===== config.mk =====
export PLATFORM = sky130hd
export DESIGN_NAME = imem_loader_flat
export DESIGN_NICKNAME = d
export VERILOG_FILES = /design/src/rtl/imem_loader_if.sv /design/src/rtl/imem_loader.sv /design/src/flat_wrapper.sv
export SDC_FILE = /design/constraint.sdc
export NUM_CORES = 1
export LEC_CHECK = 0
export ABC_AREA = 1
export BUFFER_PORTS_ARGS = -buffer_cell sky130_fd_sc_hd__buf_2
export CAP_MARGIN = 20
export CORE_ASPECT_RATIO = 1.75
export CORE_MARGIN = 1.5
export CORE_UTILIZATION = 30
export DETAILED_ROUTE_END_ITERATION = 7
export PLACE_DENSITY = 0.45
export SETUP_SLACK_MARGIN = 0.2
export SLEW_MARGIN = 20
export SYNTH_ARGS = -nofsm -noshare
export SYNTH_HDL_FRONTEND = slang
export SYNTH_SLANG_ARGS = --single-unit

===== constraint.sdc =====
create_clock -name clk -period 1.87 [get_ports clk]
set_input_delay 0.561 -clock clk [delete_from_list [all_inputs] [get_ports clk]]
set_output_delay 0.561 -clock clk [all_outputs]
set_load 0.05 [all_outputs]

===== src/rtl/imem_loader_if.sv =====
// Loader bus: start/count request, byte stream handshake, imem write port and core status.
// The loader uses the slave modport; whoever drives the byte stream uses master.
interface imem_loader_if #(
    parameter int ADDR_W = 9
);
    logic              start;
    logic [ADDR_W:0]   num_words;
    logic [7:0]        byte_in;
    logic              byte_valid;
    logic              byte_ready;
    logic              imem_we;
    logic [ADDR_W-1:0] imem_addr;
    logic [31:0]       imem_wdata;
    logic              cpu_run;
    logic              busy;
    logic              done;
    logic              err;

    modport master (
        output start, num_words, byte_in, byte_valid,
        input  byte_ready, imem_we, imem_addr, imem_wdata, cpu_run, busy, done, err
    );

    modport slave (
        input  start, num_words, byte_in, byte_valid,
        output byte_ready, imem_we, imem_addr, imem_wdata, cpu_run, busy, done, err
    );
endinterface


===== src/rtl/imem_loader.sv =====
// Boot loader: packs a byte stream MSB-first into 32-bit words and writes them to imem from address 0.
// Latency: imem_we pulses the cycle after the 4th byte of a word is accepted (>= 5 cycles per word).
// Backpressure: byte_ready is high only in LOAD; bytes offered in any other state wait or are ignored.
module imem_loader #(
    parameter int DEPTH          = 512,
    parameter int ADDR_W         = 9,
    parameter int TIMEOUT_CYCLES = 1000000
) (
    input  logic         clk,
    input  logic         rst_n,
    imem_loader_if.slave bus
);
    localparam int TW = $clog2(TIMEOUT_CYCLES + 1);

    typedef enum logic [1:0] {S_IDLE, S_LOAD, S_WRITE, S_DONE} state_t;

    state_t            state_q, state_d;
    logic [ADDR_W:0]   count_q, count_d;
    logic [ADDR_W-1:0] word_cnt_q, word_cnt_d;
    logic [1:0]        byte_cnt_q, byte_cnt_d;
    logic [TW-1:0]     timer_q, timer_d;
    logic              imem_we_q, imem_we_d;
    logic [ADDR_W-1:0] imem_addr_q, imem_addr_d;
    logic [31:0]       imem_wdata_q, imem_wdata_d;
    logic              cpu_run_q, cpu_run_d;
    logic              busy_q, busy_d;
    logic              done_q, done_d;
    logic              err_q, err_d;

    logic byte_acc;
    logic nw_ok;

    assign byte_acc = bus.byte_valid && (state_q == S_LOAD);
    assign nw_ok    = (bus.num_words != '0) && (bus.num_words <= (ADDR_W+1)'(DEPTH));

    always_comb begin
        state_d      = state_q;
        count_d      = count_q;
        word_cnt_d   = word_cnt_q;
        byte_cnt_d   = byte_cnt_q;
        timer_d      = timer_q;
        imem_we_d    = 1'b0;
        imem_addr_d  = imem_addr_q;
        imem_wdata_d = imem_wdata_q;
        cpu_run_d    = cpu_run_q;
        done_d       = done_q;
        err_d        = err_q;

        case (state_q)
            S_IDLE, S_DONE: begin
                // A rejected start leaves the core and done flag exactly as they were.
                if (bus.start) begin
                    if (!nw_ok) begin
                        err_d = 1'b1;
                    end else begin
                        count_d    = bus.num_words;
                        word_cnt_d = '0;
                        byte_cnt_d = '0;
                        timer_d    = '0;
                        err_d      = 1'b0;
                        done_d     = 1'b0;
                        cpu_run_d  = 1'b0;
                        state_d    = S_LOAD;
                    end
                end
            end
            S_LOAD: begin
                if (byte_acc) begin
                    imem_wdata_d = {imem_wdata_q[23:0], bus.byte_in};
                    byte_cnt_d   = byte_cnt_q + 2'd1;
                    timer_d      = '0;
                    if (byte_cnt_q == 2'd3) begin
                        imem_we_d   = 1'b1;
                        imem_addr_d = word_cnt_q;
                        state_d     = S_WRITE;
                    end
                end else if (timer_q == TW'(TIMEOUT_CYCLES - 1)) begin
                    err_d   = 1'b1;
                    state_d = S_IDLE;
                end else begin
                    timer_d = timer_q + TW'(1);
                end
            end
            S_WRITE: begin
                if ({1'b0, word_cnt_q} == count_q - (ADDR_W+1)'(1)) begin
                    cpu_run_d = 1'b1;
                    done_d    = 1'b1;
                    state_d   = S_DONE;
                end else begin
                    word_cnt_d = word_cnt_q + ADDR_W'(1);
                    state_d    = S_LOAD;
                end
            end
            default: state_d = S_IDLE;
        endcase

        busy_d = (state_d == S_LOAD) || (state_d == S_WRITE);
    end

    always_ff @(posedge clk or negedge rst_n) begin
        if (!rst_n) begin
            state_q      <= S_IDLE;
            count_q      <= '0;
            word_cnt_q   <= '0;
            byte_cnt_q   <= '0;
            timer_q      <= '0;
            imem_we_q    <= 1'b0;
            imem_addr_q  <= '0;
            imem_wdata_q <= '0;
            cpu_run_q    <= 1'b0;
            busy_q       <= 1'b0;
            done_q       <= 1'b0;
            err_q        <= 1'b0;
        end else begin
            state_q      <= state_d;
            count_q      <= count_d;
            word_cnt_q   <= word_cnt_d;
            byte_cnt_q   <= byte_cnt_d;
            timer_q      <= timer_d;
            imem_we_q    <= imem_we_d;
            imem_addr_q  <= imem_addr_d;
            imem_wdata_q <= imem_wdata_d;
            cpu_run_q    <= cpu_run_d;
            busy_q       <= busy_d;
            done_q       <= done_d;
            err_q        <= err_d;
        end
    end

    assign bus.byte_ready = (state_q == S_LOAD);
    assign bus.imem_we    = imem_we_q;
    assign bus.imem_addr  = imem_addr_q;
    assign bus.imem_wdata = imem_wdata_q;
    assign bus.cpu_run    = cpu_run_q;
    assign bus.busy       = busy_q;
    assign bus.done       = done_q;
    assign bus.err        = err_q;
endmodule


===== src/flat_wrapper.sv =====
// flat-port wrapper written by rule: the top's interface ports become plain ports
module imem_loader_flat 
#(
    parameter int DEPTH          = 512,
    parameter int ADDR_W         = 9,
    parameter int TIMEOUT_CYCLES = 1000000
)
  (clk, rst_n, bus_start, bus_num_words, bus_byte_in, bus_byte_valid, bus_byte_ready, bus_imem_we, bus_imem_addr, bus_imem_wdata, bus_cpu_run, bus_busy, bus_done, bus_err);
  imem_loader_if #(.ADDR_W(ADDR_W)) bus_i ();
  input  logic clk;
  input  logic rst_n;
  input wire logic [$bits(bus_i.start)-1:0] bus_start;
  input wire logic [$bits(bus_i.num_words)-1:0] bus_num_words;
  input wire logic [$bits(bus_i.byte_in)-1:0] bus_byte_in;
  input wire logic [$bits(bus_i.byte_valid)-1:0] bus_byte_valid;
  output wire logic [$bits(bus_i.byte_ready)-1:0] bus_byte_ready;
  output wire logic [$bits(bus_i.imem_we)-1:0] bus_imem_we;
  output wire logic [$bits(bus_i.imem_addr)-1:0] bus_imem_addr;
  output wire logic [$bits(bus_i.imem_wdata)-1:0] bus_imem_wdata;
  output wire logic [$bits(bus_i.cpu_run)-1:0] bus_cpu_run;
  output wire logic [$bits(bus_i.busy)-1:0] bus_busy;
  output wire logic [$bits(bus_i.done)-1:0] bus_done;
  output wire logic [$bits(bus_i.err)-1:0] bus_err;
  assign bus_i.start = bus_start;
  assign bus_i.num_words = bus_num_words;
  assign bus_i.byte_in = bus_byte_in;
  assign bus_i.byte_valid = bus_byte_valid;
  assign bus_byte_ready = bus_i.byte_ready;
  assign bus_imem_we = bus_i.imem_we;
  assign bus_imem_addr = bus_i.imem_addr;
  assign bus_imem_wdata = bus_i.imem_wdata;
  assign bus_cpu_run = bus_i.cpu_run;
  assign bus_busy = bus_i.busy;
  assign bus_done = bus_i.done;
  assign bus_err = bus_i.err;
  imem_loader #(.DEPTH(DEPTH), .ADDR_W(ADDR_W), .TIMEOUT_CYCLES(TIMEOUT_CYCLES)) u_core (.clk(clk), .rst_n(rst_n), .bus(bus_i));
endmodule

==> results of run 1 <==
## power groups by stage
stage | clock network (uW) | registers, uW | logic [uW]
finish | 1870 | 2780 | 5340
global route | 2000 | 2850 | 5770
CTS | 1920 | 2760 | 4870
detailed placement | 0 | 2800 | 4250
global placement | 0 | 2790 | 4200
floorplan | 0 | 3870 | 2060
## Yosys cell counts (all sizes together) (2+ instances only)
cell type / n
nand3: 32
xor2: 18
buf: 11
nand2: 241
nor4: 3
clkbuf: 8
nor2: 49
or2: 4
nand4: 12
dfrtp: 88
inv: 59
ha: 6
o21ai: 49
a21oi: 6
nor3: 18
nand3b: 2
## final cells by class
| class | count | area, sq um | area share [%] |
|---|---|---|---|
| timing repair buffer | 125 | 881 | 13.8 |
| timing repair inverter | 3 | 48.8 | 0.762 |
| clock buffer | 9 | 225 | 3.52 |
| clock inverter | 7 | 86.3 | 1.35 |
| antenna | 1 | 2.50 | 0.0391 |
| sequential | 88 | 2200 | 34.4 |
| inverter | 60 | 243 | 3.79 |
| multi-input combinational | 447 | 2480 | 38.7 |
| tap | 186 | 233 | 3.63 |
## metal layers
layer / routed length [um] / part of all wire [%] / track usage (%)
met5: 0 / 0 / 0
met4: 587 / 4.3 / 8.82
met3: 331 / 2.4 / 2.45
met2: 7670 / 56 / 31.8
met1: 5090 / 37 / 17.4
## cells by family after synthesis
family | after synthesis
flops | 88
xor+xnor | 19
compound gates | 59
buf+inv | 79
simple gates | 362
fa+ha+maj | 6
## final timing paths
check	slack [ns]	from	end	cells after the start
setup / recovery	0.08	u_core.count_q[1]	u_core.bus.busy	13
hold / removal	0.15	rst_n	u_core.count_q[5]	1
setup reg to reg	0.08	u_core.count_q[1]	u_core.bus.busy	13
hold reg to reg	0.47	u_core.bus.imem_wdata[27]	u_core.bus.imem_wdata[27]	2
max in group asynchronous	1.20	rst_n	u_core.word_cnt_q[7]	2
min in group clk	0.40	bus_byte_in[2]	u_core.bus.imem_wdata[2]	3
## sequential cells by signal, summed over array words and instances (netlist names)
register and cells:
u_core.bus.imem_addr 9, u_core.bus.err 1, u_core.state_q 2, u_core.timer_q 20, u_core.bus.imem_we 1, u_core.bus.busy 1
u_core.count_q 10, u_core.bus.imem_wdata 32, u_core.byte_cnt_q 2, u_core.bus.done 1, u_core.word_cnt_q 9
## through the flow
stage	util (%)	setup TNS, ns	cell area (sq um)	setup WS [ns]	power (uW)
floorplan	-	0	4700	0.220	5940
global placement	35.5	-0.202	5430	-0.0538	6990
detailed placement	35.5	-0.533	5430	-0.0982	7050
CTS	38.8	0	5950	0.0553	9550
global route	41.8	-0.572	6400	-0.0853	10600
finish	41.8	0	6400	0.0766	9990
## what timing repair did
item                                    4_1_cts  5_1_grt
cloned                                        3        2
endpoints found under the setup margin       79       62
gates resized for setup                      34       87
pin swaps                                     7       26
buffers inserted                              7       19
## worst reg2reg max path, stage by stage (launching register included)
cell     delay (ns)
dfrtp_1        0.36
inv_2          0.06
ha_4           0.26
xor2_1         0.14
nand2_1        0.07
nor2_2         0.14
nand2_2        0.09
nor2_4         0.14
nand4_4        0.14
nand2_2        0.11
nand2_2        0.06
nand2_2        0.07
nand2_1        0.05
nand2_1        0.05
==> flow_summary.toml, run 1 <==
[routing]
drc = 0
ant_nets = 0
wirelength_um = 13700
first_iter_violations = 148
dr.pass1.iters = 4
vias = 4456
routed_via_density = 4.81
wl_per_cell_um = 14.8

[die]
rows = 60
die_y_um = 168
core_sq_mm = 0.0153
design.die.area_sq_mm = 0.0163
ios = 69
fp.dieW_um = 97.2
start_util_pct = 30.4

[global_routing]
grt_pass1_vias = 4345
grt_pass1_wl_um = 21600
antenna_found_initial = 1
track_usage_pct = 16.7
grt_max_degree = 39
grt_overflow_total = 0

[clock_tree]
cts_hold_buf = 0
tritoncts.num_buffers = 9
clockBufferDepth = 2
clk_pin_slew_worst_paths_ns = 0.07
cts_tree = "yes"
htree_num_levels = 3
cts.sinks = 88
cts-root-buf = "clkbuf_16"
clkLatencyLatePin_ns = 0.35

[setup_path]
crit_type = "reg2reg"
cpMostUsedCell = "nand2_2"
path_cells = "inv_2 -> ha_4 -> xor2_1 -> nand2_1 -> nor2_2 -> nand2_2 -> nor2_4 -> nand4_4 -> nand2_2 -> nand2_2 -> nand2_2 -> nand2_1 -> nand2_1"
worstPathArrival_ns = 2.08
path_max_fanout = 3
worst-path-buf-inv = 1
critPathMaxStageDelay_ns = 0.36
cpMaxStageDelayCell = "dfrtp_1"
cp-end-kind = "flop"
crit_family = "simple AND/OR/NAND/NOR gates"
cp_data_required_time_ns = 2.16
worstSetupStartpointType = "flop"

[run_status]
status = "completed"

[yosys]
synth_edf_count = 0
synthXorXnorAreaFrac_pct = 3.57
synth_top_cell_area_share_pct = 47.2
synth_top_cells_by_area = "dfrtp_1 47%, nand2_1 19%, inv_1 4.3%"
synthDistinctLibCells = 36
netlist_area_sq_mm = 0.00466
ys_seq_elements = 88
synth_top_family_by_area = "simple AND/OR/NAND/NOR gates"
avgSynthCellArea_sq_um = 7.60
syn_inst = 613
yosys-mux-area-fraction_pct = 0
ys_seq_area_share_pct = 47.2
syn_nets = 641
yosys_warnings = 0
yosysTopAreaCell = "dfrtp_1"
synthAdderAreaFrac_pct = 1.61
synthArstFlopShare_pct = 100
yosys.area_share.simple_pct = 33.5
ys.flop_type = "dfrtp_1"
synth_compound_area_share_pct = 6.60

[cells_and_area]
layout-drive-gt1-share_pct = 34.1
fill_cells = 1616
finalNonFillerCells = 926
final_common_cell = "nand2_1"
nets = 762
synthToLayoutAreaGrowth_pct = 37.4
layout_common_cells = "218 x nand2_1, 86 x dfrtp_1, 66 x buf_2"

[timing]
fin_skew_ns = 0.0131
min_period_ns = 1.79
rsz0062_at_grt = "yes"
period_share_pct = 95.9
worst_pin_slew_ns = 0.506
slew_violations = 0
fmax_mhz = 558
finalSetupViolCount = 0
finalHoldViolCount = 0
hold_ws_ns = 0.153
slew_headroom_pct = 66.0

[power_and_ir_drop]
pwr_density_cell_mw_per_mm2 = 1560
seqPwrFrac_pct = 27.8
switchingPower_uw = 4910
switching_share_pct = 49.2
ir_drop_uv = 501
internal-power_uw = 5070
pwr-share-comb_pct = 53.4
power.leakage_uw = 0.00313
pwr-share-clk_pct = 18.7

[place]
gp_congestion = 0.855
numPortBuffers = 68
dp.cells = 878
dp_hpwl_um = 9690

[run]
drv_cap = 0

[hold_path]
hp-class = "in2async"
Note: power is estimated with default switching activity, not from simulation.
==> inputs of run 2 (changes only) <==
- ABC_AREA: 1 -> default
- PLACE_DENSITY: 0.45 -> 0.46
==> run 2 against run 1 <==
Net effect:
- cell count fell by 21%
- count of clock-buffer cells in the layout rose by 1
- first-iteration DRC count fell by 28%
- final area fell by 1.2%
- the run now ends with negative setup slack left
- combinational power fell by 3%
- clock skew fell by 0.0071 ns
- largest power group unchanged
- worst setup slack got worse by 0.31 ns
- worst hold slack improved by 0.090 ns
==> flow_summary.toml, run 2 <==
[yosys]
syn_inst = 391
syn_nets = 419
ys_seq_elements = 88
synthDistinctLibCells = 49
ys.flop_type = "dfrtp_1"
synth_top_cell_area_share_pct = 51.9
synth_top_cells_by_area = "dfrtp_1 52%, mux2_2 13%, o21ai_0 4.5%"
ys_seq_area_share_pct = 51.9
yosys_warnings = 0
synth.top_cells.by_count = "88 x dfrtp_1, 50 x mux2_2, 38 x o21ai_0"
yosysMostFrequentCell = "dfrtp_1"
yosysTopAreaCell = "dfrtp_1"
synth_edf_count = 0
netlist_area_sq_mm = 0.00424
synthArstFlopShare_pct = 100
avgSynthCellArea_sq_um = 10.8

[die]
rows = 57
design.die.area_sq_mm = 0.0149
die_y_um = 160
fp.dieW_um = 92.9
ios = 69
core_sq_mm = 0.0138
start_util_pct = 30.6

[routing]
routed_via_density = 4.90
vias = 3610
dr.pass1.iters = 4
first_iter_violations = 106
wirelength_um = 11500
ant_nets = 0
drc = 0
wl_per_cell_um = 15.7

[timing]
worst_pin_slew_ns = 0.498
fin_ws_ns = -0.229
finalHoldViolCount = 0
rsz0062_at_grt = "yes"
fin_setup_tns_ns = -5.86
period_share_pct = 112
finalSetupViolCount = 39
fmax_mhz = 476
slew_headroom_pct = 66.8
min_period_ns = 2.10
fin_skew_ns = 0.00599
slew_violations = 0

[global_routing]
grt_util_met2_pct = 31.8
grt_busiest_layer = "met2"
grt_overflow_total = 0
antenna_found_initial = 0
grt_pass1_vias = 3724
grt_pass1_wl_um = 19000
grtUsageMet1_pct = 16.9
use_met3_pct = 2.52
track_usage_pct = 16.6
grt_max_degree = 89

[place]
numPortBuffers = 68
gp_congestion = 0.755
dp_hpwl_um = 7970

[power_and_ir_drop]
pwr-share-comb_pct = 51.3
pwr-share-clk_pct = 20.2
switching_share_pct = 42.0
ir_drop_uv = 564
internal-power_uw = 5850
seqPwrFrac_pct = 28.6
pwr_density_cell_mw_per_mm2 = 1590
p_total_uw = 10100
power.leakage_uw = 0.00297
switchingPower_uw = 4230

[run]
drv_cap = 0

[clock_tree]
clkLatencyLatePin_ns = 0.34
clockBufferDepth = 2
clk_pin_slew_worst_paths_ns = 0.07
cts-root-buf = "clkbuf_16"
htree_num_levels = 3
tritoncts.num_buffers = 9
cts_hold_buf = 0
cts_tree = "yes"
cts.sinks = 88

[cells_and_area]
layout_common_cells = "85 x dfrtp_1, 79 x buf_4, 64 x buf_2"
largest_reg_flops = 32
n_antenna_cell = 0
final_common_cell = "dfrtp_1"
nets = 582
final_core_util_pct = 45.7
layout-drive-gt1-share_pct = 52.6
synthToLayoutAreaGrowth_pct = 49.3

[setup_path]
cp_data_required_time_ns = 2.15
r2r_cells = 7
r2r_slack_ns = -0.23
worstSetupStartpointType = "flop"
r2r-start = "u_core.count_q[0]"
cp-end-kind = "flop"
r2r-end = "u_core.word_cnt_q[2]"
cpMaxStageDelayCell = "dfrtp_2"
path_cells = "or3_4 -> and3b_1 -> o211ai_2 -> o21ai_4 -> buf_12 -> or4_1 -> nand2_1"
worstPathArrival_ns = 2.38
critPathMaxStageDelay_ns = 0.45
crit_type = "reg2reg"
setup.worst_path.end = "u_core.word_cnt_q[2]"
startpoint = "u_core.count_q[0]"
path_max_fanout = 16

[run_status]
status = "finished with violations"
violations = "negative setup slack"

[hold_path]
hp-class = "in2async"
[run 2: cell families (layout without fill, tap and decap cells)]
family          count (synthesis)  in the layout  synth area share, %
simple gates                  119            120                 15.1
flops                          88             88                 51.9
compound gates                 82             82                 11.5
mux                            51             51                 13.5
buf+inv                        30            197                 3.07
xor+xnor                       15             15                 3.10
fa+ha+maj                       6              6                 1.77
[run 2: layout make-up]
class	instances	area, sq um
tap	177	221
clock inverter	6	97.6
sequential	88	2210
fill	1343	7510
clock buffer	10	239
multi-input combinational	274	2240
inverter	13	48.8
timing repair buffer	168	1280
[run 2: stage by stage]
| stage | instances | area [sq um] | hold WS, ns | setup WS [ns] |
|---|---|---|---|---|
| final | 736 | 6330 | 0.243 | -0.229 |
| after detailed placement | 700 | 5450 | 0.474 | -0.673 |
| after CTS | 734 | 6230 | 0.277 | -0.222 |
| after global routing | 736 | 6330 | 0.299 | -0.332 |
| after floorplan | 391 | 4360 | 0.265 | -0.140 |
| after global placement | 700 | 5450 | 0.460 | -0.627 |
[run 2: power by group through the flow]
stage	registers (uW)	logic (uW)	clock network (uW)
after floorplan	4200	1630	0
after global placement	2890	4250	0
after detailed placement	2910	4290	0
after CTS	2880	5110	2090
after global routing	2960	5480	2170
final	2880	5170	2030
[run 2: per-layer routing]
metal,wire (um),vias to the layer above
li1,-,1749
met1,4080,1781
met2,6820,56
met3,260,24
met4,376,0
met5,0,-
[run 2: worst min path at each step]
| stage | end | slack, ns | cells after the start |
|---|---|---|---|
| after global placement | u_core.bus.imem_addr[1] | 0.46 | 2 |
| final | u_core.bus.imem_wdata[28] | 0.24 | 2 |
| after global routing | u_core.bus.imem_wdata[8] | 0.30 | 2 |
| after detailed placement | u_core.bus.imem_addr[1] | 0.47 | 2 |
| after floorplan | u_core.bus.busy | 0.27 | 0 |
| after CTS | u_core.bus.imem_wdata[8] | 0.28 | 2 |
[run 2: worst max-delay path, delay by kind of cell (launching register included)]
family	cells	cell delay [ns]
simple gates	4	1.05
compound gates	2	0.38
flops	1	0.45
buf+inv	1	0.15
[run 2: repair_timing]
action / in CTS / in global routing
buffers inserted: 13 / 2
endpoints found under the setup margin: 87 / 49
gates resized for setup: 92 / 23
cloned: 5 / 0
pin swaps: 23 / 12
==> inputs of run 3 (changes only) <==
- CORE_UTILIZATION: 30 -> 56
- PLACE_DENSITY: 0.46 -> 0.77
- SKIP_CTS_REPAIR_TIMING: default -> 1
==> run 3 against run 2 <==
Net effect:
- the flow still finishes with violations (negative setup slack)
- worst setup slack got worse by 0.30 ns
- routed wire length rose by 9.8%
- power fell by 2.5%
- non-clock buffer count fell by 13
==> flow_summary.toml, run 3 (synthesized netlist as in run 2, its figures left out) <==
[run_status]
status = "finished with violations"
violations = "negative setup slack"

[die]
die_y_um = 118
rows = 41
design.die.area_sq_mm = 0.00812
fp.dieW_um = 68.8
core_sq_mm = 0.00728
ios = 69
start_util_pct = 58.2

[setup_path]
cpMaxStageDelayCell = "dfrtp_1"
r2r-start = "u_core.count_q[1]"
critPathMaxStageDelay_ns = 0.43
worstSetupStartpointType = "flop"
cp_data_required_time_ns = 2.17
worst-path-buf-inv = 2
cp-end-kind = "flop"
crit_type = "reg2reg"
path_max_fanout = 4
r2r_slack_ns = -0.53
worstPathArrival_ns = 2.69
path_cells = "inv_2 -> ha_4 -> nor3b_4 -> xnor2_2 -> nor4_2 -> o211ai_2 -> buf_4 -> nor2_4 -> mux2i_1 -> a22o_1"
r2r_cells = 10
r2r-end = "u_core.word_cnt_q[1]"
crit_family = "simple AND/OR/NAND/NOR gates"

[routing]
routed_via_density = 6.15
drc = 0
first_iter_violations = 359
vias = 3887
wirelength_um = 12700
ant_nets = 0
wl_per_cell_um = 20.0
dr.pass1.iters = 5

[cells_and_area]
synthToLayoutAreaGrowth_pct = 42.8
largest_reg_flops = 32
nets = 569
finalNonFillerCells = 632
fill_cells = 381
n_antenna_cell = 0
layout-drive-gt1-share_pct = 52.9
layout_common_cells = "85 x dfrtp_1, 73 x buf_4, 64 x buf_2"
final_common_cell = "dfrtp_1"

[place]
gp_congestion = 0.890
dp.cells = 603
numPortBuffers = 68
dp_hpwl_um = 7400

[timing]
slew_headroom_pct = 70.0
fin_skew_ns = 0.00608
fin_ws_ns = -0.527
finalSetupViolCount = 37
slew_violations = 0
min_period_ns = 2.40
fin_setup_tns_ns = -7.40
finalHoldViolCount = 0
fmax_mhz = 417
worst_pin_slew_ns = 0.451
rsz0062_at_grt = "yes"
period_share_pct = 128

[global_routing]
track_usage_pct = 26.7
grt_overflow_total = 0
grt_max_degree = 89
grt_pass1_wl_um = 16300
antenna_found_initial = 0
grt_pass1_vias = 3609

[clock_tree]
clk_pin_slew_worst_paths_ns = 0.07
cts-root-buf = "clkbuf_16"
tritoncts.num_buffers = 9
clockBufferDepth = 2
cts_tree = "yes"
cts.sinks = 88
clkLatencyLatePin_ns = 0.36
htree_num_levels = 3

[power_and_ir_drop]
pwr-share-comb_pct = 52.7
ir_drop_uv = 1090
pwr-share-clk_pct = 17.7
pwr_density_cell_mw_per_mm2 = 1620
internal-power_uw = 5440
switching_share_pct = 44.6
seqPwrFrac_pct = 29.6
power.leakage_uw = 0.00284
switchingPower_uw = 4390

[hold_path]
hp-class = "in2async"

[run]
drv_cap = 0
## run 3: per-layer routing
layer | vias up | global-route usage [%] | part of all wire, %
met5 | - | 0 | 0
met4 | 0 | 13.6 | 6.6
met3 | 80 | 5.54 | 5.3
met2 | 179 | 47.5 | 56
met1 | 1909 | 27.7 | 32
li1 | 1719 | - | -
## run 3: worst register-to-register path: cells and delay by family (launching register included)
kind,cells,cell delay [ns]
buf+inv,2,0.35
mux,1,0.26
compound gates,2,0.44
simple gates,3,0.59
xor+xnor,1,0.08
flops,1,0.43
fa+ha+maj,1,0.18
## run 3: worst max path at each step
stage / from / end / slack, ns / cells past startpoint
final: u_core.count_q[1] / u_core.word_cnt_q[1] / -0.53 / 10
after global routing: u_core.count_q[1] / u_core.word_cnt_q[1] / -0.58 / 10
after CTS: u_core.count_q[1] / u_core.word_cnt_q[0] / -0.37 / 10
after detailed placement: bus_byte_valid / u_core.bus.busy / -0.38 / 8
after global placement: bus_num_words[5] / u_core.timer_q[4] / -0.34 / 9
after floorplan: u_core.count_q[3] / u_core.word_cnt_q[2] / -0.14 / 8
## run 3: layout make-up
cell class	count	area, sq um	area share (%)
Clock buffer	11	243	4.01
Clock inverter	5	41.3	0.682
Inverter	13	48.8	0.806
Multi-Input combinational cell	274	2280	37.6
Sequential cell	88	2210	36.4
Tap cell	86	108	1.78
Timing Repair Buffer	155	1130	18.7
## run 3: power groups by stage
stage          clock network (uW)  logic [uW]  registers, uW
2_1_floorplan                   0        1630           4200
3_3_place_gp                    0        4200           2860
3_5_place_dp                    0        4310           2900
4_1_cts                      1720        4330           2870
5_1_grt                      1840        5420           2990
6_report                     1740        5180           2910
## run 3: per-stage QoR
| step | total power [uW] | cell area, sq um | setup slack [ns] | hold slack [ns] | utilization [%] |
|---|---|---|---|---|---|
| after detailed placement | 7210 | 5300 | -0.384 | 0.477 | 72.8 |
| after global placement | 7050 | 5300 | -0.337 | 0.465 | 72.8 |
| after global routing | 10200 | 6050 | -0.577 | 0.280 | 83.1 |
| after CTS | 8920 | 5590 | -0.373 | 0.275 | 76.7 |
| final | 9830 | 6050 | -0.527 | 0.241 | 83.1 |
| after floorplan | 5840 | 4360 | -0.140 | 0.265 | - |
